===== config.mk =====
export PLATFORM = sky130hd
export DESIGN_NAME = cmd_loader
export DESIGN_NICKNAME = d
export VERILOG_FILES = /design/src/rtl/ht1080z_pkg.sv /design/src/rtl/cmd_loader.sv
export SDC_FILE = /design/constraint.sdc
export NUM_CORES = 1
export LEC_CHECK = 0
export ABC_AREA = 1
export CORE_AREA = 2 2 107 88
export DETAILED_ROUTE_END_ITERATION = 8
export DIE_AREA = 0 0 109 90
export GPL_ROUTABILITY_DRIVEN = 0
export PLACE_DENSITY = 0.65
export SLEW_MARGIN = 20
export SYNTH_ARGS = -nofsm -noshare
export SYNTH_HDL_FRONTEND = slang
export SYNTH_SLANG_ARGS = --single-unit

===== constraint.sdc =====
create_clock -name clk_sys -period 1.7 [get_ports clk_sys]
set_input_delay 0.17 -clock clk_sys [delete_from_list [all_inputs] [get_ports clk_sys]]
set_output_delay 0.17 -clock clk_sys [all_outputs]
set_load 0.02 [all_outputs]

===== src/rtl/ht1080z_pkg.sv =====
// Types and constants shared by the ht1080z program loaders.
package ht1080z_pkg;

  typedef enum logic [3:0] {
    IDLE,
    GET_TYPE,
    GET_LEN,
    ADDR_LO,
    ADDR_HI,
    DATA,
    SKIP,
    XFER_LO,
    XFER_HI,
    DONE
  } cmd_state_t;

  localparam logic [7:0] CMD_BLK_LOAD = 8'h01;
  localparam logic [7:0] CMD_BLK_XFER = 8'h02;

endpackage


===== src/rtl/cmd_loader.sv =====
// Turns a TRS-80 /CMD file streamed over the hps_io ioctl bus into memory
// writes for the ht1080z download port, and captures the program entry point.
module cmd_loader
  import ht1080z_pkg::*;
#(
  parameter logic [7:0] CMD_INDEX  = 8'd2,
  parameter int         WR_STRETCH = 2
) (
  input  logic        clk_sys,
  input  logic        reset_n,
  input  logic        ioctl_download,
  input  logic [7:0]  ioctl_index,
  input  logic        ioctl_wr,
  input  logic [7:0]  ioctl_data,
  output logic        ioctl_wait,
  output logic        loader_en,
  output logic        loader_wr,
  output logic [15:0] loader_addr,
  output logic [7:0]  loader_data,
  output logic [15:0] exec_addr,
  output logic        exec_valid,
  output logic        load_error
);

  localparam int             WCW      = $clog2(WR_STRETCH + 2);
  localparam logic [WCW-1:0] WAIT_LEN = WCW'(WR_STRETCH + 1);

  cmd_state_t     state, byte_state, state_next;
  logic           dl_q;
  logic           dl_rise, dl_fall, start;
  logic [7:0]     blk_type;
  logic [8:0]     count;
  logic [WCW-1:0] wait_cnt;

  assign dl_rise    = ioctl_download & ~dl_q;
  assign dl_fall    = ~ioctl_download & dl_q;
  assign start      = (state == IDLE) && dl_rise && (ioctl_index == CMD_INDEX);
  assign ioctl_wait = (wait_cnt != '0);

  always_ff @(posedge clk_sys or negedge reset_n) begin
    if (!reset_n) state <= IDLE;
    else          state <= state_next;
  end

  // byte_state is where the parser lands after the current byte, which the
  // end-of-download rule needs when the last byte and the falling edge coincide.
  always_comb begin
    byte_state = state;
    if (ioctl_wr) begin
      case (state)
        GET_TYPE: byte_state = GET_LEN;
        GET_LEN: begin
          if (blk_type == CMD_BLK_LOAD)      byte_state = ADDR_LO;
          else if (blk_type == CMD_BLK_XFER) byte_state = XFER_LO;
          else                               byte_state = SKIP;
        end
        ADDR_LO: byte_state = ADDR_HI;
        ADDR_HI: byte_state = (count == 9'd0) ? GET_TYPE : DATA;
        DATA:    byte_state = (count == 9'd1) ? GET_TYPE : DATA;
        SKIP:    byte_state = (count == 9'd1) ? GET_TYPE : SKIP;
        XFER_LO: byte_state = XFER_HI;
        XFER_HI: byte_state = DONE;
        default: byte_state = state;
      endcase
    end
    state_next = byte_state;
    if (start)                        state_next = GET_TYPE;
    else if (state != IDLE && dl_fall) state_next = IDLE;
  end

  always_ff @(posedge clk_sys or negedge reset_n) begin
    if (!reset_n) begin
      dl_q        <= 1'b0;
      blk_type    <= 8'h00;
      count       <= 9'd0;
      wait_cnt    <= '0;
      loader_en   <= 1'b0;
      loader_wr   <= 1'b0;
      loader_addr <= 16'h0000;
      loader_data <= 8'h00;
      exec_addr   <= 16'h0000;
      exec_valid  <= 1'b0;
      load_error  <= 1'b0;
    end else begin
      dl_q      <= ioctl_download;
      loader_wr <= 1'b0;
      if (wait_cnt != '0) wait_cnt <= wait_cnt - WCW'(1);
      if (loader_wr)      loader_addr <= loader_addr + 16'd1;

      if (start) begin
        loader_en  <= 1'b1;
        exec_valid <= 1'b0;
        load_error <= 1'b0;
      end

      if (ioctl_wr) begin
        case (state)
          GET_TYPE: blk_type <= ioctl_data;
          // Load lengths below 3 wrap past 256; the two address bytes are part of L.
          GET_LEN: begin
            if (blk_type == CMD_BLK_LOAD)
              count <= (ioctl_data < 8'd3) ? {1'b0, ioctl_data} + 9'd254
                                           : {1'b0, ioctl_data} - 9'd2;
            else
              count <= (ioctl_data == 8'd0) ? 9'd256 : {1'b0, ioctl_data};
          end
          ADDR_LO: loader_addr[7:0]  <= ioctl_data;
          ADDR_HI: loader_addr[15:8] <= ioctl_data;
          DATA: begin
            loader_data <= ioctl_data;
            loader_wr   <= 1'b1;
            wait_cnt    <= WAIT_LEN;
            count       <= count - 9'd1;
          end
          SKIP:    count <= count - 9'd1;
          XFER_LO: exec_addr[7:0]  <= ioctl_data;
          XFER_HI: exec_addr[15:8] <= ioctl_data;
          default: ;
        endcase
      end

      if (state != IDLE && dl_fall) begin
        loader_en  <= 1'b0;
        wait_cnt   <= '0;
        exec_valid <= (byte_state == DONE);
        load_error <= !((byte_state == DONE) || (byte_state == GET_TYPE));
      end
    end
  end

endmodule


# Word-level counts from Yosys, hierarchy flattened
# Cells that the tools add are included.
# totals
ff_bits	68
output_inout_bits	45
wordCells	83
# classes
bitwise	4
muxes	28
reduce_logical	18
addsub	5
magnitude_cmp	1
n_eq_ne	14
# op_table
operator	n
2-to-1 mux 16 bit	2
one-hot mux 4 bit (8 select lines)	1
2-to-1 mux 9 bit	3
one-hot mux 9 bit (2 select lines)	1
adder 16 x 1 -> 16 bit (second input constant)	1
equality test 4 x 3 -> 1 bit (second input constant)	4
equality test 8 x 2 -> 1 bit (second input constant)	2
2-to-1 mux 8 bit	2
2-to-1 mux 3 bit	4
2-to-1 mux 4 bit	3
AND reduction 2 bit	5
adder 8 x 8 -> 9 bit (second input constant)	1
equality test 9 x 1 -> 1 bit (second input constant)	1
zero test 9 bit	1
subtractor 8 x 2 -> 9 bit (second input constant)	1
subtractor 9 x 1 -> 9 bit (second input constant)	1
equality test 4 x 1 -> 1 bit (second input constant)	2
equality test 4 x 2 -> 1 bit (second input constant)	2
equality test 4 bit (second input constant)	2
equality test 8 x 1 -> 1 bit (second input constant)	1
zero test 8 bit	1
less-than comparator 8 x 2 -> 1 bit (second input constant)	1
2-to-1 mux 1 bit	8
2-to-1 mux 2 bit	4
10 further kinds	16

# Longest topological paths before layout
# Gate-level depths: netlist (run 1).
# depth
word_depth	9
ltp_mapped	13
depth_no_buf	13

# Least setup slack after synthesis (run 1)
# Ideal clock, no wire load.
# synth_path
path_type	reg2reg
start	register loader_addr[1]
end	register loader_addr[14]
path_stages_with_launch	9
setup_ns	0.077
synth_period_minus_slack_ns	1.569
path_slack_ns	0.131
arrival_ns	1.492
path_buffers	0
path_cell_list	dfrtp_1 -> ha_1 -> nand2_1 -> nor3_2 -> nand2_1 -> nor2_1 -> nand2_1 -> xor2_1 -> a21oi_1
# synth_between
elab_chain_len	4
# synth_rtl
element	line	rtl
start: declaration	cmd_loader.sv:18	output logic [15:0] loader_addr,
start signal: assignment	cmd_loader.sv:88	if (loader_wr) loader_addr <= loader_addr + 16'd1;
start signal: assignment	cmd_loader.sv:107	ADDR_LO: loader_addr[7:0] <= ioctl_data;
adder 16 x 1 -> 16 bit *	cmd_loader.sv:88	
2-to-1 mux 16 bit *	cmd_loader.sv:88	
2-to-1 mux 8 bit	cmd_loader.sv:97	case (state)
2-to-1 mux 16 bit *	cmd_loader.sv:96	if (ioctl_wr) begin
# Every way passes the cells marked *; elsewhere a longest branch is shown, timed or not.
# A chain may end at the register's enable or synchronous reset.

# Worst setup path after layout (run 1)
# layout_path
start	register loader_addr[6]
end	output port loader_addr[6]
# No word-level cell between the ends.

==> results of run 1 <==
[power breakdown]
part | internal [mW] | switching [mW]
sequential | 2.31 | 0.573
clock | 0.719 | 0.649
combinational | 1.77 | 2.32
total | 4.80 | 3.55
[state kept, by name (all words and copies together), names as in the netlist]
name / cells
exec_addr: 16
loader_addr: 16
count: 9
blk_type: 8
loader_data: 8
state: 4
wait_cnt: 2
dl_q: 1
exec_valid: 1
load_error: 1
loader_en: 1
loader_wr: 1
[metrics by stage]
stage	power [mW]	utilization (%)	setup WS, ps	instance area [um^2]	setup TNS (ps)
floorplan	5.34	-	131	3580	0
global placement	6.85	51.5	46.9	4540	0
detailed placement	6.94	51.5	35.2	4540	0
CTS	8.35	53.9	93.2	4750	0
global route	9.05	54.3	-36.7	4780	-36.7
finish	8.34	54.3	103	4780	0
[timing repair]
item	CTS	global route
buffers inserted	0	2
endpoints found under the hold margin	68	0
hold buffers	1	0
endpoints found under the setup margin	1	10
pin swaps	0	2
gates resized for setup	1	9
[layer usage]
layer	GRT usage (%)	share of wire, %	vias up
li1	-	-	1667
met1	28.0	48	1500
met2	29.7	45	71
met3	7.03	5.9	10
met4	4.27	1.0	0
met5	0	0	-
[cell usage in the layout, fill, tap and decap left out]
master and instances:
or2_2 3, o21ai_1 15, inv_2 5, nor2_2 11
nor2_4 1, ha_1 5, clkinvlp_4 3, nand3_1 14
clkdlybuf4s50_1 62, nor3_2 3, dlygate4sd3_1 1, clkinv_4 1
inv_1 49, dlygate4sd2_1 1, dfrtp_1 68, nand3b_1 2
nor4_1 1, buf_4 31, nand4_1 8, bufinv_16 1
clkbuf_1 1, nand2_1 124, o21ai_2 1, nand2_2 5
buf_2 1, o21ai_0 39, a21oi_1 20, nor2_1 46
xnor2_1 5, o22ai_1 2, nand2_4 3, nor3_1 5
a31oi_1 3, clkbuf_8 10, inv_4 2, nand4_2 1
xor2_1 9, buf_12 1, clkinv_1 1, a31oi_2 1
[cells by family after synthesis]
family	count (synthesis)
DFF	68
buffers and inverters	66
AOI/OAI and AO/OA	81
xor gates and xnor gates	14
and+or+nand+nor	227
adders and majority gates	5
[final timing paths]
kind,from,to,slack (ps),depth (start not counted)
worst max-delay path,loader_addr[6],loader_addr[6],100,1
worst min-delay path,ioctl_download,dl_q,290,1
worst max register to register,loader_addr[1],loader_addr[11],150,10
worst min register to register,exec_addr[2],exec_addr[2],490,2
max in group asynchronous,reset_n,state[1],1030,3
min in group asynchronous,reset_n,loader_addr[12],350,3
[layout make-up]
type                            instances  share of cell area (%)
Sequential cell                        68                    35.6
Multi-Input combinational cell        327                    33.8
Timing Repair Buffer                   97                    18.8
Inverter                               57                    4.58
Tap cell                              115                    3.01
Clock buffer                           11                    2.96
Clock inverter                          5                    1.28
==> impl_metrics.csv, run 1 <==
group,metric,value,unit
floorplanning,die_w,109,um
drt,via_per_inst,4.78,
hold_path,hold_class,"in -> reg",
sta,hold_slack,287,ps
drt,antenna_left,0,
logic_synthesis,synth_xor_area_share,3.42,%
final_layout,num-nets-final,585,
sta,max-slew-margin-rel,74.7,%
drt,drtIter0Drc,147,
cts,clockRootBuffer,"clkbuf_8",
logic_synthesis,yosysWarningCount,0,
logic_synthesis,muxShareOfSynthArea,0,%
setup_path,cp_slowest_stage_delay,640,ps
logic_synthesis,synthCells,461,
logic_synthesis,avgSynthCellArea,7.77,um^2
run_status,status,"complete, no violations",
pwr,p_per_area,1740,nW/um^2
placement,place_inst,661,
final_layout,multi_input_area,1620,um^2
grt,globalRouteTotalUtil,20.0,%
placement,io_buffers,64,
logic_synthesis,synthArstFlopShare,100,%
setup_path,required,1530,ps
setup_path,path_max_fanout,5,
logic_synthesis,yosysMostFrequentCell,"nand2_1",
cts,numCtsBuffers,9,
grt,grt_max_degree,69,
sta,slew_violations,0,
logic_synthesis,synth_nets,486,
logic_synthesis,synth_edf_count,0,
setup_path,critPathArrivalTime,1430,ps
final_layout,drive_gt1_share,14.9,%
drt,dr.pass1.iters,5,
floorplanning,coreArea,8800,um^2
cts,clk_latency,360,ps
logic_synthesis,synth-simple-area-share,27.7,%
sta,fin_skew,5.34,ps
sta,fmax,626,MHz
floorplanning,num_rows,31,
setup_path,worstSetupEndpointType,"output pin",
grt,grt_pass1_vias,3131,
setup_path,cp_top_family,"buffers and inverters",
floorplanning,start_util,40.7,%
grt,grt_overflow_total,0,
logic_synthesis,synth_top_family_by_area,"simple AND/OR/NAND/NOR gates",
setup_path,crit_path_start_kind,"flip-flop",
logic_synthesis,synth_area,3580,um^2
logic_synthesis,yosysSeqAreaShare,47.5,%
floorplanning,ios,65,
logic_synthesis,synth_common_cells,"nand2_1, dfrtp_1, inv_1, nor2_1, o21ai_0",
logic_synthesis,yosys.area.top_type,"dfrtp_1",
final_layout,areaGrowthSynthToFinish,33.6,%
drt,drc,0,
logic_synthesis,synth-compound-area-share,11.8,%
drt,wire_per_inst,13.3,um
grt,grt_pass1_wl,15200,um
sta,final-hold-violation-count,0,
cts,clock_path_buffers,2,
cts,htreeDepth,3,
cts,cts_tree,"built",
sta,finalCriticalPeriod,1600,ps
grt,antenna_found_initial,0,
sta,worst_pin_slew,380,ps
floorplanning,die_area,9810,um^2
sta,rsz0062_at_grt,"true",
logic_synthesis,synth.top_cell.area_share,47.5,%
pwr,p_leak,2.29,nW
setup_path,crit_buf_inv,1,
cts,path_clk_slew,80,ps
logic_synthesis,synth_cell_types,32,
drt,routed_wl,9070,um
logic_synthesis,synth.area.top_cells,"dfrtp_1, nand2_1, o21ai_0",
final_layout,n_fill_cell,858,
placement,dp_hpwl,6500,um
logic_synthesis,synth_adder_area_share,1.75,%
cts,clock-sinks,68,
final_layout,diodes,0,
pwr,peakVddDrop,0.878,mV
setup_path,crit_chain,"clkdlybuf4s50_1",
flow_run,max_cap_violations,0,
logic_synthesis,synth_seq_cells,68,
setup_path,cp_slowest_cell,"clkdlybuf4s50_1",
final_layout,regArea,1700,um^2
sta,fin_crit_sh,94.0,%
setup_path,worstSetupPathType,"reg -> out",
drt,num_vias,3248,
final_layout,fin_cells,680,
logic_synthesis,synth_top_flop_cell,"dfrtp_1",
sta,setup_viol,0,
floorplanning,die_h,90,um
Power figures use the tool's default switching activity.
==> inputs of run 2 (changes only) <==
RECOVER_POWER = 100   (was default)
==> run 2 against run 1 <==
Compared with the run above: first-iteration DRC count up 2.0%; count of clock-buffer cells in the layout unchanged; design area fell by 0.42%; worst setup slack better by 2.1 ps; global-route usage is the same; hold slack improved by 120 ps; critical path type unchanged; clock power barely moved; clock skew hardly changed; via count increased by 0.62%.
==> impl_metrics.csv, run 2 (same netlist as run 1, synthesis figures left out) <==
group,metric,value,unit
final_layout,largestRegisters,"exec_addr x16, loader_addr x16, count x9",
drt,routed_wl,9070,um
floorplanning,die_h,90,um
cts,numCtsBuffers,9,
pwr,peakVddDrop,0.855,mV
setup_path,path_max_fanout,5,
final_layout,drive_gt1_share,14.5,%
setup_path,critPathArrivalTime,1430,ps
floorplanning,ios,65,
placement,io_buffers,64,
sta,fin_ws,105,ps
setup_path,required,1530,ps
floorplanning,die_w,109,um
cts,clk_latency,350,ps
drt,num_vias,3268,
final_layout,areaGrowthSynthToFinish,33.0,%
pwr,p_leak,2.29,nW
floorplanning,coreArea,8800,um^2
grt,antenna_found_initial,0,
hold_path,hold_class,"in -> reg",
sta,rsz0062_at_grt,"true",
sta,fin_skew,5.66,ps
grt,globalRouteTotalUtil,20.0,%
sta,max-slew-margin-rel,36.8,%
sta,finalCriticalPeriod,1600,ps
setup_path,cp_slowest_cell,"clkdlybuf4s50_1",
cts,htreeDepth,3,
grt,grt_pass1_vias,3131,
final_layout,num-nets-final,585,
setup_path,cp_top_family,"buffers and inverters",
pwr,p_per_area,1740,nW/um^2
final_layout,final_cell_mix,"nand2_1, dfrtp_1, clkdlybuf4s50_1",
cts,path_clk_slew,80,ps
sta,slew_violations,0,
setup_path,crit_buf_inv,1,
placement,dp_slack,35.2,ps
run_status,status,"complete, no violations",
grt,grt_max_degree,69,
floorplanning,start_util,40.7,%
floorplanning,num_rows,31,
placement,dp_hpwl,6500,um
sta,setup_viol,0,
cts,cts_tree,"built",
final_layout,diodes,0,
final_layout,final_common_cell,"nand2_1",
drt,antenna_left,0,
sta,final-hold-violation-count,0,
pwr,power,8.30,mW
floorplanning,die_area,9810,um^2
grt,grt_overflow_total,0,
setup_path,worstSetupPathType,"reg -> out",
cts,clockRootBuffer,"clkbuf_8",
flow_run,max_cap_violations,0,
drt,drc,0,
setup_path,crit_chain,"clkdlybuf4s50_1",
sta,fin_crit_sh,93.8,%
cts,clock-sinks,68,
setup_path,crit_path_start_kind,"flip-flop",
sta,fmax,627,MHz
setup_path,cp_slowest_stage_delay,640,ps
drt,wire_per_inst,13.3,um
cts,clock_path_buffers,2,
setup_path,worstSetupEndpointType,"output pin",
drt,dr.pass1.iters,4,
drt,via_per_inst,4.81,
grt,grt_pass1_wl,15200,um
drt,drtIter0Drc,150,
sta,worst_pin_slew,947,ps
[run 2: cell types whose count changed in the layout (fill, tap and decap cells not counted), sizes merged]
| cell | delta |
|---|---|
| clkdlybuf4s50 | -6 |
| buf | -3 |
| clkbuf | +3 |
| dlygate4sd3 | +6 |
[run 2: path summary, 6_finish.rpt]
| path | startpoint | end | slack [ps] | cells past startpoint |
|---|---|---|---|---|
| min in group asynchronous | reset_n | loader_addr[12] | 590 | 3 |
| setup / recovery | loader_addr[6] | loader_addr[6] | 100 | 1 |
| setup reg to reg | loader_addr[1] | loader_addr[11] | 150 | 10 |
| hold reg to reg | exec_addr[2] | exec_addr[2] | 480 | 2 |
| max in group asynchronous | reset_n | state[1] | 490 | 3 |
| hold / removal | ioctl_download | dl_q | 400 | 1 |
[run 2: layer usage]
metal  part of all wire, %  track usage, %
met1                    48            28.0
met2                    45            29.7
met3                   6.0            7.03
met4                  0.93            4.27
met5                     0               0
[run 2: layout make-up]
class / count / area, um^2
Sequential cell: 68 / 1700
Clock buffer: 11 / 141
Multi-Input combinational cell: 327 / 1620
Clock inverter: 5 / 61.3
Fill cell: 860 / 4040
Tap cell: 115 / 144
Inverter: 57 / 219
Timing Repair Buffer: 97 / 880
[run 2: stage by stage]
step / cell area [um^2] / util, % / hold WS, ps / cells / setup TNS [ps]
detailed placement: 4540 / 51.5 / 225 / 661 / 0
floorplan: 3580 / - / -126 / 461 / 0
finish: 4760 / 54.1 / 404 / 680 / 0
global placement: 4540 / 51.5 / 221 / 661 / 0
global route: 4760 / 54.1 / 384 / 680 / -36.7
CTS: 4750 / 53.9 / 277 / 678 / 0
[run 2: power breakdown]
| group | internal, mW | leakage (nW) | switching (mW) |
|---|---|---|---|
| clock | 0.720 | 0.0918 | 0.647 |
| combinational | 1.73 | 1.36 | 2.32 |
| sequential | 2.31 | 0.843 | 0.571 |
[run 2: repair_timing]
action                                  4_1_cts  5_1_grt
endpoints found under the setup margin        1       10
pin swaps                                     0        2
hold endpoints to repair                     68        0
resized for setup                             1        9
buffers inserted                              0        2
hold buffers                                  1        0
==> inputs of run 3 (changes only) <==
CORE_AREA = 2 2 96 98   (was 2 2 107 88)
DIE_AREA = 0 0 98 100   (was 0 0 109 90)
PLACE_DENSITY = default   (was 0.65)
==> run 3 against run 2 <==
Compared with the run above: count of clock-buffer cells in the layout fell by 2; non-clock buffer count rose by 4; highest routed layer unchanged; largest power group unchanged; cell count did not move; sequential power barely moved; core utilization rose by 0.23 points; combinational power barely moved; first-iteration DRC count fell by 43%; critical path type unchanged; fmax fell by 1.8%; clock power barely moved.
==> impl_metrics.csv, run 3 (same netlist as run 1, synthesis figures left out) <==
group,metric,value,unit
sta,fin_skew,12.8,ps
pwr,internal-power,4.73,mW
pwr,p_seq_share,34.6,%
final_layout,regArea,1710,um^2
drt,drtIter0Drc,86,
setup_path,endpoint,"loader_addr[1]",
sta,rsz0062_at_grt,"true",
pwr,clockPowerShare,16.8,%
placement,dpl-instance-area,4550,um^2
floorplanning,die_h,100,um
setup_path,path_max_fanout,3,
final_layout,diodes,0,
grt,grt_overflow_total,0,
pwr,switching_power,3.58,mW
cts,clk_latency,350,ps
setup_path,cp_slowest_cell,"clkdlybuf4s50_1",
cts,path_clk_slew,80,ps
pwr,p_leak,2.37,nW
floorplanning,start_util,40.3,%
grt,grt_util_met3,3.76,%
final_layout,drive_gt1_share,16.2,%
grt,grt_pass1_vias,3053,
drt,dr.pass1.iters,4,
setup_path,worstSetupEndpointType,"output pin",
pwr,peakVddDrop,0.565,mV
final_layout,final_area,4830,um^2
sta,fin_ws,75.6,ps
setup_path,crit_buf_inv,2,
setup_path,ff2ff_path_depth,10,
pwr,switching_share,43.1,%
final_layout,num-nets-final,589,
grt,grt_max_degree,69,
sta,slew_violations,0,
floorplanning,num_rows,35,
sta,fmax,616,MHz
grt,use_met2,28.9,%
cts,clockRootBuffer,"clkbuf_8",
setup_path,required,1530,ps
cts,clock_path_buffers,2,
grt,top_usage_layer,"met2",
final_layout,final_common_cell,"nand2_1",
hold_path,hold_class,"in -> reg",
cts,numCtsBuffers,9,
final_layout,final_util,54.3,%
final_layout,final_cell_mix,"nand2_1, dfrtp_1, inv_1, nor2_1, o21ai_0",
sta,fin_crit_sh,95.6,%
grt,use_met1,26.5,%
flow_run,max_cap_violations,0,
placement,dp_slack,5.07,ps
final_layout,n_fill_cell,875,
sta,finalCriticalPeriod,1620,ps
setup_path,cp_slowest_stage_delay,590,ps
floorplanning,ios,65,
setup_path,cp.depth,2,
final_layout,multi_input_area,1650,um^2
sta,final-hold-violation-count,0,
placement,place_inst,660,
setup_path,worstSetupPathType,"reg -> out",
cts,cts_tree,"built",
grt,antenna_found_initial,0,
final_layout,largestRegisters,"exec_addr x16, loader_addr x16, count x9",
sta,setup_viol,0,
sta,worst_pin_slew,930,ps
run_status,status,"complete, no violations",
placement,dp_hpwl,6380,um
drt,num_vias,3315,
drt,antenna_left,0,
final_layout,areaGrowthSynthToFinish,34.9,%
cts,htreeDepth,3,
setup_path,worstReg2RegStart,"loader_addr[1]",
drt,routed_wl,8770,um
pwr,p_per_area,1720,nW/um^2
setup_path,cp_top_family,"buffers and inverters",
floorplanning,die_area,9800,um^2
floorplanning,die_w,98,um
grt,grt_pass1_wl,14800,um
drt,via_per_inst,4.88,
drt,drc,0,
setup_path,rrSetupSlack,130,ps
setup_path,crit_path_start_kind,"flip-flop",
floorplanning,coreArea,8890,um^2
setup_path,rr_endpoint,"loader_addr[9]",
pwr,combPwrFrac,48.7,%
grt,globalRouteTotalUtil,18.9,%
cts,clock-sinks,68,
setup_path,critPathArrivalTime,1450,ps
setup_path,startpoint,"loader_addr[1]",
placement,io_buffers,64,
sta,max-slew-margin-rel,38.0,%
drt,wire_per_inst,12.9,um
setup_path,crit_chain,"buf_4 -> clkdlybuf4s50_1",
final_layout,fin_cells,680,
run 3: cell types whose count changed in the layout (fill, tap and decap cells not counted), moves of 5 or more:
cell and change:
clkdlybuf4s50_1 -19, dlygate4sd3_1 +19, inv_6 +5, nand2_1 -5, nor2_2 -7, o21ai_0 -6
o21ai_1 +6
run 3: routing by layer:
layer  part of all wire [%]  vias to the layer above
li1                       -                     1678
met1                     49                     1555
met2                     45                       68
met3                    4.5                       14
met4                    1.6                        0
met5                      0                        -
run 3: layout make-up:
| class | instances | share of cell area [%] |
|---|---|---|
| clock buffers | 9 | 2.56 |
| well taps | 111 | 2.88 |
| flip-flops and latches | 68 | 35.3 |
| multi-input cells | 327 | 34.2 |
| repair buffers | 101 | 18.8 |
| clock inverters | 7 | 1.66 |
| inverters | 57 | 4.59 |
run 3: worst min path at each step:
stage	from	end	slack [ps]	depth (start not counted)
after floorplan	reset_n	blk_type[0]	-130	0
after global placement	reset_n	exec_addr[6]	220	2
after detailed placement	reset_n	exec_addr[6]	230	2
after CTS	ioctl_download	dl_q	270	1
after global routing	ioctl_download	dl_q	410	1
final	ioctl_download	dl_q	400	1
run 3: repair_timing:
action                                 CTS  global route
resized for setup                        1            24
cloned                                   0             0
hold buffers                             1             0
setup endpoints to repair                1            20
pin swaps                                0             4
buffers inserted                         0             3
endpoints found under the hold margin   68             0
run 3: worst register-to-register path, delay by kind of cell (launching register included):
kind,cells,cell delay (ps)
and+or+nand+nor,6,610
buffers and inverters,2,260
AOI/OAI and AO/OA,1,80
xor gates and xnor gates,1,120
DFF,1,390
run 3: per-stage QoR:
stage          TNS (ps)  power (mW)  hold WS, ps
2_1_floorplan         0        5.34         -126
3_3_place_gp          0        6.91          224
3_5_place_dp          0        6.98          226
4_1_cts               0        8.39          275
5_1_grt           -12.1        9.00          407
6_report              0        8.31          403
run 3: power groups by stage:
stage | Sequential, mW | Clock [mW] | Combinational, mW
after floorplan | 3.35 | 0 | 1.99
after global placement | 2.88 | 0 | 4.03
after detailed placement | 2.89 | 0 | 4.09
after CTS | 2.87 | 1.42 | 4.10
after global routing | 2.98 | 1.50 | 4.52
final | 2.87 | 1.39 | 4.04
